`src/rtl/hazard_pkg.sv`:
```
// Shared definitions for the hazard control unit: FSM state encoding,
// forwarding-select codes and the default register-address width.
package hazard_pkg;

    typedef enum logic [1:0] {
        RUN      = 2'd0,
        LU_STALL = 2'd1,
        FLUSH    = 2'd2,
        MEM_WAIT = 2'd3
    } hcu_state_t;

    localparam logic [1:0] FWD_RF    = 2'b00;
    localparam logic [1:0] FWD_EXMEM = 2'b10;
    localparam logic [1:0] FWD_MEMWB = 2'b01;

    localparam int DEF_REG_ADDR_W = 5;

endpackage

```
`src/rtl/hazard_control_unit_if.sv`:
```
// Pipeline <-> hazard control unit signal bundle.
// master: pipeline side (drives stage info, receives controls).
// slave : hazard control unit.
interface hazard_control_unit_if #(
    parameter int REG_ADDR_W = hazard_pkg::DEF_REG_ADDR_W
);
    logic [REG_ADDR_W-1:0] if_id_rs1_addr;
    logic [REG_ADDR_W-1:0] if_id_rs2_addr;
    logic                  if_id_uses_rs1;
    logic                  if_id_uses_rs2;
    logic [REG_ADDR_W-1:0] id_ex_rs1_addr;
    logic [REG_ADDR_W-1:0] id_ex_rs2_addr;
    logic [REG_ADDR_W-1:0] id_ex_rd_addr;
    logic                  id_ex_mem_read;
    logic [REG_ADDR_W-1:0] ex_mem_rd_addr;
    logic                  ex_mem_reg_write;
    logic                  ex_mem_mem_access;
    logic [REG_ADDR_W-1:0] mem_wb_rd_addr;
    logic                  mem_wb_reg_write;
    logic                  branch_taken;
    logic                  dmem_ready;
    logic                  pc_stall;
    logic                  if_id_stall;
    logic                  id_ex_bubble;
    logic                  if_id_flush;
    logic                  pipe_hold;
    logic [1:0]            fwd_a_sel;
    logic [1:0]            fwd_b_sel;

    modport master (
        output if_id_rs1_addr, if_id_rs2_addr, if_id_uses_rs1, if_id_uses_rs2,
               id_ex_rs1_addr, id_ex_rs2_addr, id_ex_rd_addr, id_ex_mem_read,
               ex_mem_rd_addr, ex_mem_reg_write, ex_mem_mem_access,
               mem_wb_rd_addr, mem_wb_reg_write, branch_taken, dmem_ready,
        input  pc_stall, if_id_stall, id_ex_bubble, if_id_flush, pipe_hold,
               fwd_a_sel, fwd_b_sel
    );

    modport slave (
        input  if_id_rs1_addr, if_id_rs2_addr, if_id_uses_rs1, if_id_uses_rs2,
               id_ex_rs1_addr, id_ex_rs2_addr, id_ex_rd_addr, id_ex_mem_read,
               ex_mem_rd_addr, ex_mem_reg_write, ex_mem_mem_access,
               mem_wb_rd_addr, mem_wb_reg_write, branch_taken, dmem_ready,
        output pc_stall, if_id_stall, id_ex_bubble, if_id_flush, pipe_hold,
               fwd_a_sel, fwd_b_sel
    );
endinterface

```
`src/rtl/hazard_control_unit_forwarding_unit.sv`:
```
// EX operand forwarding selects. Purely combinational; EX/MEM wins over
// MEM/WB, and register x0 never forwards.
module forwarding_unit
    import hazard_pkg::*;
#(
    parameter int REG_ADDR_W = DEF_REG_ADDR_W
) (
    input  logic [REG_ADDR_W-1:0] id_ex_rs1_addr,
    input  logic [REG_ADDR_W-1:0] id_ex_rs2_addr,
    input  logic [REG_ADDR_W-1:0] ex_mem_rd_addr,
    input  logic                  ex_mem_reg_write,
    input  logic [REG_ADDR_W-1:0] mem_wb_rd_addr,
    input  logic                  mem_wb_reg_write,
    output logic [1:0]            fwd_a_sel,
    output logic [1:0]            fwd_b_sel
);

    function automatic logic [1:0] pick_src(input logic [REG_ADDR_W-1:0] rs);
        if (ex_mem_reg_write && (ex_mem_rd_addr != '0) && (ex_mem_rd_addr == rs))
            return FWD_EXMEM;
        else if (mem_wb_reg_write && (mem_wb_rd_addr != '0) && (mem_wb_rd_addr == rs))
            return FWD_MEMWB;
        else
            return FWD_RF;
    endfunction

    // One independent selection per EX operand
    always_comb begin
        fwd_a_sel = pick_src(id_ex_rs1_addr);
        fwd_b_sel = pick_src(id_ex_rs2_addr);
    end

endmodule

```
`src/rtl/hazard_control_unit.sv`:
```
// Hazard control unit: load-use stall sequencing, branch flush sequencing,
// data-memory wait hold and EX forwarding selects. All controls are
// combinational from current state and stage inputs (zero added latency).
// Optional build macro HAZARD_PERF_CNT_EN adds three 32-bit event counters.
module hazard_control_unit
    import hazard_pkg::*;
#(
    parameter int REG_ADDR_W     = DEF_REG_ADDR_W,
    parameter int LOAD_USE_STALL = 1,
    parameter int FLUSH_CYCLES   = 1,
    parameter int CNT_W          = 3
) (
    input  logic                clk,
    input  logic                rst,
    hazard_control_unit_if.slave hif
`ifdef HAZARD_PERF_CNT_EN
    ,
    output logic [31:0]         perf_lu_stalls,
    output logic [31:0]         perf_flushes,
    output logic [31:0]         perf_mem_waits
`endif
);

    hcu_state_t       state, state_n;
    logic [CNT_W-1:0] cnt, cnt_n;
    logic             lu_hit, mem_hold;
    logic             stall_o, flush_o, bubble_o, hold_o;
    logic [1:0]       fwd_a_raw, fwd_b_raw;

    forwarding_unit #(.REG_ADDR_W(REG_ADDR_W)) u_fwd (
        .id_ex_rs1_addr   (hif.id_ex_rs1_addr),
        .id_ex_rs2_addr   (hif.id_ex_rs2_addr),
        .ex_mem_rd_addr   (hif.ex_mem_rd_addr),
        .ex_mem_reg_write (hif.ex_mem_reg_write),
        .mem_wb_rd_addr   (hif.mem_wb_rd_addr),
        .mem_wb_reg_write (hif.mem_wb_reg_write),
        .fwd_a_sel        (fwd_a_raw),
        .fwd_b_sel        (fwd_b_raw)
    );

    // Hazard conditions seen this cycle
    always_comb begin
        lu_hit = hif.id_ex_mem_read && (hif.id_ex_rd_addr != '0) &&
                 ((hif.if_id_uses_rs1 && (hif.if_id_rs1_addr == hif.id_ex_rd_addr)) ||
                  (hif.if_id_uses_rs2 && (hif.if_id_rs2_addr == hif.id_ex_rd_addr)));
        mem_hold = hif.ex_mem_mem_access && !hif.dmem_ready;
    end

    // Control outputs and next state; priority rst > memory wait > branch > load-use
    always_comb begin
        stall_o  = 1'b0;
        flush_o  = 1'b0;
        bubble_o = 1'b0;
        hold_o   = 1'b0;
        state_n  = state;
        cnt_n    = cnt;
        if (rst) begin
            state_n = RUN;
            cnt_n   = '0;
        end else if (mem_hold) begin
            // Freeze the sequence; only an idle pipeline is marked as waiting
            hold_o = 1'b1;
            if (state == RUN)
                state_n = MEM_WAIT;
        end else begin
            case (state)
                RUN, MEM_WAIT: begin
                    state_n = RUN;
                    cnt_n   = '0;
                    if (hif.branch_taken) begin
                        flush_o  = 1'b1;
                        bubble_o = 1'b1;
                        if (FLUSH_CYCLES > 1) begin
                            state_n = FLUSH;
                            cnt_n   = CNT_W'(FLUSH_CYCLES - 1);
                        end
                    end else if (lu_hit) begin
                        stall_o  = 1'b1;
                        bubble_o = 1'b1;
                        if (LOAD_USE_STALL > 1) begin
                            state_n = LU_STALL;
                            cnt_n   = CNT_W'(LOAD_USE_STALL - 1);
                        end
                    end
                end
                LU_STALL: begin
                    if (hif.branch_taken) begin
                        // A taken branch kills the stalled instruction anyway
                        flush_o  = 1'b1;
                        bubble_o = 1'b1;
                        if (FLUSH_CYCLES > 1) begin
                            state_n = FLUSH;
                            cnt_n   = CNT_W'(FLUSH_CYCLES - 1);
                        end else begin
                            state_n = RUN;
                            cnt_n   = '0;
                        end
                    end else begin
                        stall_o  = 1'b1;
                        bubble_o = 1'b1;
                        if (cnt <= CNT_W'(1)) begin
                            state_n = RUN;
                            cnt_n   = '0;
                        end else begin
                            cnt_n = cnt - CNT_W'(1);
                        end
                    end
                end
                FLUSH: begin
                    flush_o  = 1'b1;
                    bubble_o = 1'b1;
                    if (cnt <= CNT_W'(1)) begin
                        state_n = RUN;
                        cnt_n   = '0;
                    end else begin
                        cnt_n = cnt - CNT_W'(1);
                    end
                end
                default: begin
                    state_n = RUN;
                    cnt_n   = '0;
                end
            endcase
        end
    end

    // State and down-counter register
    always_ff @(posedge clk) begin
        if (rst) begin
            state <= RUN;
            cnt   <= '0;
        end else begin
            state <= state_n;
            cnt   <= cnt_n;
        end
    end

    // Drive the bundle; forwarding is forced to the register file during reset and hold
    always_comb begin
        hif.pc_stall     = stall_o;
        hif.if_id_stall  = stall_o;
        hif.id_ex_bubble = bubble_o;
        hif.if_id_flush  = flush_o;
        hif.pipe_hold    = hold_o;
        hif.fwd_a_sel    = (rst || mem_hold) ? FWD_RF : fwd_a_raw;
        hif.fwd_b_sel    = (rst || mem_hold) ? FWD_RF : fwd_b_raw;
    end

`ifdef HAZARD_PERF_CNT_EN
    // Event counters, wrapping at 2^32
    always_ff @(posedge clk) begin
        if (rst) begin
            perf_lu_stalls <= '0;
            perf_flushes   <= '0;
            perf_mem_waits <= '0;
        end else begin
            if (stall_o) perf_lu_stalls <= perf_lu_stalls + 32'd1;
            if (flush_o) perf_flushes   <= perf_flushes + 32'd1;
            if (hold_o)  perf_mem_waits <= perf_mem_waits + 32'd1;
        end
    end
`endif

endmodule

```
`src/flat_wrapper.sv`:
```
// flat-port wrapper written by rule: the top's interface ports become plain ports
module hazard_control_unit_flat import hazard_pkg::*;
#(
    parameter int REG_ADDR_W     = DEF_REG_ADDR_W,
    parameter int LOAD_USE_STALL = 1,
    parameter int FLUSH_CYCLES   = 1,
    parameter int CNT_W          = 3
)
  (clk, rst, hif_if_id_rs1_addr, hif_if_id_rs2_addr, hif_if_id_uses_rs1, hif_if_id_uses_rs2, hif_id_ex_rs1_addr, hif_id_ex_rs2_addr, hif_id_ex_rd_addr, hif_id_ex_mem_read, hif_ex_mem_rd_addr, hif_ex_mem_reg_write, hif_ex_mem_mem_access, hif_mem_wb_rd_addr, hif_mem_wb_reg_write, hif_branch_taken, hif_dmem_ready, hif_pc_stall, hif_if_id_stall, hif_id_ex_bubble, hif_if_id_flush, hif_pipe_hold, hif_fwd_a_sel, hif_fwd_b_sel);
  hazard_control_unit_if #(.REG_ADDR_W(REG_ADDR_W)) hif_i ();
  input  logic clk;
  input  logic rst;
  input wire logic [$bits(hif_i.if_id_rs1_addr)-1:0] hif_if_id_rs1_addr;
  input wire logic [$bits(hif_i.if_id_rs2_addr)-1:0] hif_if_id_rs2_addr;
  input wire logic [$bits(hif_i.if_id_uses_rs1)-1:0] hif_if_id_uses_rs1;
  input wire logic [$bits(hif_i.if_id_uses_rs2)-1:0] hif_if_id_uses_rs2;
  input wire logic [$bits(hif_i.id_ex_rs1_addr)-1:0] hif_id_ex_rs1_addr;
  input wire logic [$bits(hif_i.id_ex_rs2_addr)-1:0] hif_id_ex_rs2_addr;
  input wire logic [$bits(hif_i.id_ex_rd_addr)-1:0] hif_id_ex_rd_addr;
  input wire logic [$bits(hif_i.id_ex_mem_read)-1:0] hif_id_ex_mem_read;
  input wire logic [$bits(hif_i.ex_mem_rd_addr)-1:0] hif_ex_mem_rd_addr;
  input wire logic [$bits(hif_i.ex_mem_reg_write)-1:0] hif_ex_mem_reg_write;
  input wire logic [$bits(hif_i.ex_mem_mem_access)-1:0] hif_ex_mem_mem_access;
  input wire logic [$bits(hif_i.mem_wb_rd_addr)-1:0] hif_mem_wb_rd_addr;
  input wire logic [$bits(hif_i.mem_wb_reg_write)-1:0] hif_mem_wb_reg_write;
  input wire logic [$bits(hif_i.branch_taken)-1:0] hif_branch_taken;
  input wire logic [$bits(hif_i.dmem_ready)-1:0] hif_dmem_ready;
  output wire logic [$bits(hif_i.pc_stall)-1:0] hif_pc_stall;
  output wire logic [$bits(hif_i.if_id_stall)-1:0] hif_if_id_stall;
  output wire logic [$bits(hif_i.id_ex_bubble)-1:0] hif_id_ex_bubble;
  output wire logic [$bits(hif_i.if_id_flush)-1:0] hif_if_id_flush;
  output wire logic [$bits(hif_i.pipe_hold)-1:0] hif_pipe_hold;
  output wire logic [$bits(hif_i.fwd_a_sel)-1:0] hif_fwd_a_sel;
  output wire logic [$bits(hif_i.fwd_b_sel)-1:0] hif_fwd_b_sel;
  assign hif_i.if_id_rs1_addr = hif_if_id_rs1_addr;
  assign hif_i.if_id_rs2_addr = hif_if_id_rs2_addr;
  assign hif_i.if_id_uses_rs1 = hif_if_id_uses_rs1;
  assign hif_i.if_id_uses_rs2 = hif_if_id_uses_rs2;
  assign hif_i.id_ex_rs1_addr = hif_id_ex_rs1_addr;
  assign hif_i.id_ex_rs2_addr = hif_id_ex_rs2_addr;
  assign hif_i.id_ex_rd_addr = hif_id_ex_rd_addr;
  assign hif_i.id_ex_mem_read = hif_id_ex_mem_read;
  assign hif_i.ex_mem_rd_addr = hif_ex_mem_rd_addr;
  assign hif_i.ex_mem_reg_write = hif_ex_mem_reg_write;
  assign hif_i.ex_mem_mem_access = hif_ex_mem_mem_access;
  assign hif_i.mem_wb_rd_addr = hif_mem_wb_rd_addr;
  assign hif_i.mem_wb_reg_write = hif_mem_wb_reg_write;
  assign hif_i.branch_taken = hif_branch_taken;
  assign hif_i.dmem_ready = hif_dmem_ready;
  assign hif_pc_stall = hif_i.pc_stall;
  assign hif_if_id_stall = hif_i.if_id_stall;
  assign hif_id_ex_bubble = hif_i.id_ex_bubble;
  assign hif_if_id_flush = hif_i.if_id_flush;
  assign hif_pipe_hold = hif_i.pipe_hold;
  assign hif_fwd_a_sel = hif_i.fwd_a_sel;
  assign hif_fwd_b_sel = hif_i.fwd_b_sel;
  hazard_control_unit #(.REG_ADDR_W(REG_ADDR_W), .LOAD_USE_STALL(LOAD_USE_STALL), .FLUSH_CYCLES(FLUSH_CYCLES), .CNT_W(CNT_W)) u_core (.clk(clk), .rst(rst), .hif(hif_i));
endmodule
```
`config.mk`:
```
export PLATFORM = sky130hd
export DESIGN_NAME = hazard_control_unit_flat
export DESIGN_NICKNAME = d
export VERILOG_FILES = /design/src/rtl/hazard_pkg.sv /design/src/rtl/hazard_control_unit_if.sv /design/src/rtl/hazard_control_unit_forwarding_unit.sv /design/src/rtl/hazard_control_unit.sv /design/src/flat_wrapper.sv
export SDC_FILE = /design/constraint.sdc
export NUM_CORES = 1
export LEC_CHECK = 0
export BUFFER_PORTS_ARGS = -buffer_cell sky130_fd_sc_hd__buf_2
export CORE_MARGIN = 2
export CORE_UTILIZATION = 35
export DETAILED_ROUTE_END_ITERATION = 10
export PLACE_DENSITY = 0.7
export SLEW_MARGIN = 10
export SYNTH_ARGS = -nofsm -noshare
export SYNTH_HDL_FRONTEND = slang
export SYNTH_SLANG_ARGS = --single-unit
export TNS_END_PERCENT = 20
```
`constraint.sdc`:
```
create_clock -name clk -period 2.1 [get_ports clk]
set_input_delay 0.105 -clock clk [delete_from_list [all_inputs] [get_ports clk]]
set_output_delay 0.105 -clock clk [all_outputs]
set_load 0.03 [all_outputs]
```
Word level (Yosys, flattened, before mapping). Cells that the tools add are included.

$add $sub $neg: 1. Order comparisons: 1. Equality and inequality tests: 10. Multiplexer cells: 30. Reductions and logical operators: 21.

Operators with widths (number): == test 5 bit (6); two-way mux 2 bit (8); two-way mux 1 bit (15); nonzero test 5 bit (3); logical AND 1 bit (11); one-hot mux 3 bit (3 select lines) (1); two-way mux 3 bit (2); one-hot mux 1 bit (2 select lines) (3); one-hot mux 2 bit (3 select lines) (1); == test 2 bit (second input constant) (2); OR reduction 2 bit (2); less-or-equal comparator 3 x 1 -> 1 bit (second input constant) (1); OR reduction 3 bit (1); subtractor 3 x 1 -> 3 bit (second input constant) (1); == test 2 x 1 -> 1 bit (second input constant) (1); zero test 2 bit (1); logical OR 1 bit (2); inequality test 2 bit (second input constant) (1); zero test 1 bit (1).

Bits in registers: 5. Input bits: 45. Logic and storage cells: 65.

Longest topological paths before layout. Gate-level depths: netlist of the first run.

Depth after elaboration: 9. Gate-level depth with buffers: 6. Depth with buffers taken out: 6.

Cells and area by module. Synthesis of the first run repeated with hierarchy kept, for this count alone.

Cells, all modules: 96. Area, all modules: 772.0 um^2.

By module, submodules not included: hazard_control_unit (times used 1, cells an instance 62, area each 514.2 um^2, sequential area each 100.1 um^2); forwarding_unit (times used 1, cells an instance 34, area each 257.7 um^2, sequential area each 0.0 um^2).

Worst setup path after synthesis of the first run. OpenSTA, ideal clock, no wires.

Path kind: register to output. Start point: register u_core.state[0]. End point: output hif_pc_stall. Arrival: 2285 ps. Data required time: 1995 ps. Slack: -290 ps. Cell stages (with the launch flop): 7. Buffers on the path: 1. Path through: dfxtp_1 inv_1 ha_1 nor4_1 or3b_1 o21ai_0 buf_4.

Word-level cells in the longest chain between the ends: 5.

RTL lines: start: declaration (RTL line hazard_control_unit.sv:24) `hcu_state_t state, state_n;`; start signal: assignment (RTL line hazard_control_unit.sv:133) `state <= state_n;`; == test 2 bit / zero test 2 bit (equally long branches) (RTL line hazard_control_unit.sv:66) `case (state)`; OR reduction 2 bit (RTL line hazard_control_unit.sv:66); one-hot mux 1 bit (2 select lines) * (RTL line hazard_control_unit.sv:66); two-way mux 1 bit * (RTL line hazard_control_unit.sv:60) `end else if (mem_hold) begin`; two-way mux 1 bit * (RTL line hazard_control_unit.sv:57) `if (rst) begin`; end: declaration (RTL line flat_wrapper.sv:28) `output wire logic [$bits(hif_i.pc_stall)-1:0] hif_pc_stall;`.

Every way passes the cells marked *; elsewhere a longest branch is shown, timed or not.

Final worst setup path of the first run.
Start point: register u_core.state[0]. End point: output hif_if_id_stall.

Word-level cells in the longest chain between the ends: 5.

RTL lines: == test 2 bit / zero test 2 bit (equally long branches) (RTL line hazard_control_unit.sv:66); OR reduction 2 bit (RTL line hazard_control_unit.sv:66); one-hot mux 1 bit (2 select lines) * (RTL line hazard_control_unit.sv:66); two-way mux 1 bit * (RTL line hazard_control_unit.sv:60); two-way mux 1 bit * (RTL line hazard_control_unit.sv:57); end: declaration (RTL line flat_wrapper.sv:29) `output wire logic [$bits(hif_i.if_id_stall)-1:0] hif_if_id_stall;`.

Marked as above.

==> results of run 1 <==
-- metal layers --
| metal | vias up | part of all wire [%] | track usage, % |
|---|---|---|---|
| li1 | 456 | - | - |
| met3 | 2 | 6.8 | 2.38 |
| met4 | 0 | 0.37 | 2.70 |
| met1 | 396 | 41 | 20.3 |
| met2 | 35 | 52 | 31.6 |
| met5 | - | 0 | 0 |
-- kinds of logic after synthesis --
group / count (synthesis) / share of synthesized area (%)
AO/OA/AOI/OAI: 16 / 13.8
buffers and inverters: 6 / 3.44
flip-flops: 5 / 13.1
multiplexers: 1 / 1.31
AND/OR/NAND/NOR: 35 / 25.7
adder cells (fa/ha/maj): 5 / 8.20
XOR/XNOR: 30 / 34.4
-- path summary, 6_finish.rpt --
| check | startpoint | end | slack [ns] |
|---|---|---|---|
| max reg2reg | u_core.state[1] | u_core.cnt[2] | 0.69 |
| min reg2reg | u_core.cnt[1] | u_core.cnt[1] | 0.48 |
| max | u_core.state[0] | hif_if_id_stall | 0.11 |
| min | rst | u_core.state[1] | 0.13 |
-- cell type report --
cell class	instances	area, sq um	area share, %
Inverter	5	18.8	1.67
Sequential cell	5	100	8.90
Timing Repair Buffer	53	278	24.7
Clock buffer	4	26.3	2.34
Tap cell	27	33.8	3.00
Multi-Input combinational cell	87	668	59.4
-- report_power, final --
part / switching (mW) / internal [mW]
Sequential: 0.00136 / 0.0971
Combinational: 0.0889 / 0.0825
Clock: 0.0427 / 0.0721
-- Yosys cell counts (2+ instances only) --
| master | n |
|---|---|
| xnor2_1 | 16 |
| xor2_1 | 14 |
| nand2_1 | 7 |
| o21ai_0 | 7 |
| dfxtp_1 | 5 |
| ha_1 | 5 |
| inv_1 | 5 |
| nand3_1 | 5 |
| nor4_1 | 5 |
| nor3_1 | 4 |
| nor2_1 | 3 |
| nor2b_1 | 3 |
| or4_1 | 3 |
| a21oi_1 | 2 |
| nor3_2 | 2 |
-- repair_timing --
| action | in CTS | in global routing |
|---|---|---|
| resized for setup | 1 | 10 |
| setup endpoints to repair | 2 | 2 |
| pin swaps | 0 | 2 |
-- stage by stage --
stage	utilization, %	instances	area, sq um	hold slack, ns
floorplan	-	98	767	0.174
global placement	52.9	177	1060	0.346
detailed placement	52.9	177	1060	0.353
CTS	54.5	181	1090	0.106
global route	56.2	181	1120	0.142
finish	56.2	181	1120	0.125
-- registers in the layout, summed over array words and instances (netlist names) --
name and flops:
u_core.cnt 3, u_core.state 2
==> flow_summary.toml, run 1 <==
[run_status]
status = "finished, final reports clean"

[clocking]
cts.path.max_buffers = 2
clk_pin_slew_worst_paths_ns = 0.05
cts_tree = "done"
post_cts_buffers = 0
holdBufCountCts = 0
numCtsBuffers = 3
insertion_delay_ns = 0.25
cts_sinks = 5
cts_htree_levels = 1
cts_root_buffer = "clkbuf_4"

[global_route]
grt_pass1_vias = 871
grt_pass1_wl_um = 3390
gr-usage-all-layers_pct = 16.8
overflow = 0
antenna_found_initial = 0
grt_max_degree = 8

[logic_synthesis]
synth_warnings = 0
netlist_instances = 98
avgSynthCellArea_sq_um = 7.79
synth_area_sq_um = 763
seq_area_frac_synth_pct = 13.1
syn-num-nets = 148
synthTopCellsByArea = "xnor2_1 18%, xor2_1 16%, dfxtp_1 13%"
synth_edf_count = 0
synth_cell_types = 27
synthArstFlopShare_pct = 0
ys.flop_type = "dfxtp_1"
synth_top_area_share_pct = 18.4
ys_seq_elements = 5
synth_area_leader_cell = "xnor2_1"

[worst_setup_path]
cp-start-kind = "register"
cpPeakStageDelay_ns = 0.42
reg2reg_depth = 6
required_ns = 2.00
path_max_fanout = 3
cpLargestDelayFamily = "simple AND/OR/NAND/NOR gates"
cp.arrival_ns = 1.89
crit_buf_inv = 2
path_cells = "inv_1 > ha_2 > nor4_4 > or3b_4 > o21ai_4 > buf_6"
end_kind = "primary output"
path_depth = 6
crit_type = "reg2out"
slowest_stage = "or3b_4"

[die]
io_pins = 54
initial_utilization_pct = 38.1
die_w_um = 50.7
die_area_sq_um = 2570
dieHeight_um = 50.7
rows = 16
coreArea_sq_um = 2000

[sta]
finalClockSkew_ns = 0.00817
worstMarginPinSlew_ns = 0.516
hold_viol_final = 0
period_share_pct = 95.0
finalCriticalPeriod_ns = 1.99
rsz0062_at_grt = "false"
fin_setup_tns_ns = 0
setup_viol = 0
setup_ws_ns = 0.106
slew_violations = 0
fmax_ghz = 0.501
maxSlewHeadroom_pct = 65.5

[placed_design]
portBuffers = 53
routabilityCongestion = 0.734
pre_cts_ws_ns = 0.262
dp_hpwl_um = 1890

[layout]
n_fill_cell = 226
final_common_cell = "buf_2"
fin_nets = 205
layout-drive-gt1-share_pct = 42.9
layout_common_cells = "51 x buf_2, 16 x xnor2_1, 14 x xor2_1"
syn2layout_area_growth_pct = 47.4
n_antenna_cell = 0

[worst_hold_path]
hold_class = "in2reg"
whs_path_depth = 2

[power_and_ir_drop]
leakagePower_nw = 0.498
vdd_ir_drop_max_mv = 0.201
power.total_mw = 0.385
p_per_area_nw_per_um2 = 342

[routing]
routed_wl_um = 2160
viasPerCell = 4.91
wl_per_cell_um = 11.9
antenna_left = 0
firstDrtPassIters = 4
vias = 889
drc = 0
drt_iter0_drc = 6

[flow_run]
drv_cap = 0
Note: power is estimated with default switching activity, not from simulation.
==> run 2, diff against run 1 <==
- SYNTH_HIERARCHICAL: unset -> 1
==> flow_summary.toml, run 2 <==
[run_status]
status = "finished, final reports clean"

[sta]
rsz0062_at_grt = "false"
finalCriticalPeriod_ns = 1.72
slew_violations = 0
finalClockSkew_ns = 0.00215
worstMarginPinSlew_ns = 0.558
setup_viol = 0
maxSlewHeadroom_pct = 62.6
period_share_pct = 81.8
fmax_ghz = 0.582
fin_setup_tns_ns = 0
hold_viol_final = 0

[layout]
syn2layout_area_growth_pct = 41.3
n_antenna_cell = 0
largest_register_ffs = 3
top_regs = "u_core/cnt x3, u_core/state x2"
final_common_cell = "buf_2"
layout_common_cells = "53 x buf_2, 18 x xnor2_1, 12 x xor2_1"
instances_no_fill = 180
top_register = "u_core/cnt"
fin_nets = 203
layout-drive-gt1-share_pct = 40.8

[power_and_ir_drop]
p_per_area_nw_per_um2 = 340
vdd_ir_drop_max_mv = 0.190
leakagePower_nw = 0.503

[global_route]
gr-usage-met1_pct = 16.3
overflow = 0
grt_max_degree = 11
gr-usage-all-layers_pct = 15.4
antenna_found_initial = 0
use_met3_pct = 3.51
top_usage_layer = "met2"
grt_pass1_vias = 831
grt_pass1_wl_um = 3140
met2_usage_pct = 29.4

[routing]
viasPerCell = 4.94
vias = 889
routed_wl_um = 1960
drt_iter0_drc = 9
firstDrtPassIters = 4
antenna_left = 0
drc = 0
wl_per_cell_um = 10.9

[logic_synthesis]
seq_area_frac_synth_pct = 13.0
synthTopCellsByArea = "xnor2_1 20%, xor2_1 14%, dfxtp_1 13%"
synth_warnings = 6
synth_area_leader_cell = "xnor2_1"
avgSynthCellArea_sq_um = 8.04
ys.flop_type = "dfxtp_1"
yosysMostFrequentCell = "xnor2_1"
synthArstFlopShare_pct = 0
synth_cell_types = 29
synth_top_area_share_pct = 20.4
ys_seq_elements = 5
synth_edf_count = 0
synth_commonest_cells = "18 x xnor2_1, 12 x xor2_1, 6 x nand2_1"
netlist_instances = 96
syn-num-nets = 146
synth_area_sq_um = 772

[worst_setup_path]
slowest_stage = "or4_1"
cp-start-kind = "input pin"
required_ns = 2.00
end_kind = "primary output"
path_max_fanout = 3
crit_buf_inv = 2
crit_type = "in2out"
cpLargestDelayFamily = "simple AND/OR/NAND/NOR gates"
cpPeakStageDelay_ns = 0.54
cp.arrival_ns = 1.61
r2r_slack_ns = 0.67
path_cells = "buf_2 > or4_1 > o21ai_2 > nor4_1 > nor4_1 > and2_1 > buf_2"

[die]
coreArea_sq_um = 2150
rows = 17
die_area_sq_um = 2600
dieHeight_um = 51.0
die_w_um = 51.0
io_pins = 54
initial_utilization_pct = 35.9

[clocking]
insertion_delay_ns = 0.24
numCtsBuffers = 3
cts_resized = 0
cts_root_buffer = "clkbuf_4"
clk_pin_slew_worst_paths_ns = 0.04
post_cts_buffers = 0
cts.path.max_buffers = 2
cts_tree = "done"
cts_sinks = 5
cts_htree_levels = 1
holdBufCountCts = 0

[worst_hold_path]
hold_class = "in2reg"

[placed_design]
routabilityCongestion = 0.807
place_inst = 176
dp_hpwl_um = 1780
portBuffers = 53

[flow_run]
drv_cap = 0
==> run 2: path summary, 6_finish.rpt <==
| check | from | to | depth (start not counted) |
|---|---|---|---|
| setup / recovery | hif_ex_mem_rd_addr[1] | hif_fwd_b_sel[0] | 7 |
| hold / removal | rst | u_core/state[0] | 2 |
| setup reg to reg | u_core/state[1] | u_core/cnt[2] | 6 |
| hold reg to reg | u_core/cnt[2] | u_core/cnt[2] | 1 |
==> run 2: routing by layer <==
| metal | vias to the layer above | routed length [um] |
|---|---|---|
| li1 | 452 | - |
| met5 | - | 0 |
| met3 | 0 | 166 |
| met1 | 389 | 772 |
| met2 | 48 | 1020 |
| met4 | 0 | 0 |
==> run 2: area by class of cell <==
cell class	instances	area, sq um
clock buffers	4	26.3
flip-flops and latches	5	100
repair buffers	53	265
fillers	220	1060
multi-input cells	85	646
well taps	28	35.0
inverters	5	18.8
==> run 2: metrics by stage <==
stage	utilization (%)	instance area [sq um]	hold slack, ns	total power [mW]	worst slack [ns]
floorplan	-	772	0.174	0.187	0.358
global placement	49.6	1060	0.355	0.261	0.413
detailed placement	49.6	1060	0.351	0.264	0.397
CTS	50.8	1090	0.0967	0.376	0.372
global route	50.8	1090	0.110	0.394	0.241
finish	50.8	1090	0.109	0.371	0.382
==> run 2: power by group <==
group / leakage, nW / switching, mW / internal [mW]
Clock: 0.0150 / 0.0368 / 0.0717
Sequential: 0.0405 / 0.00144 / 0.0973
Combinational: 0.447 / 0.0830 / 0.0802
==> run 2: cell families (layout without fill, tap and decap cells) <==
kind of cell	after synthesis	in the layout	share of synthesized area, %
simple gates	34	34	25.9
mux	1	1	1.30
buf+inv	6	62	3.40
fa+ha+maj	5	5	8.10
xor+xnor	30	30	34.0
flops	5	5	13.0
compound gates	15	15	14.3
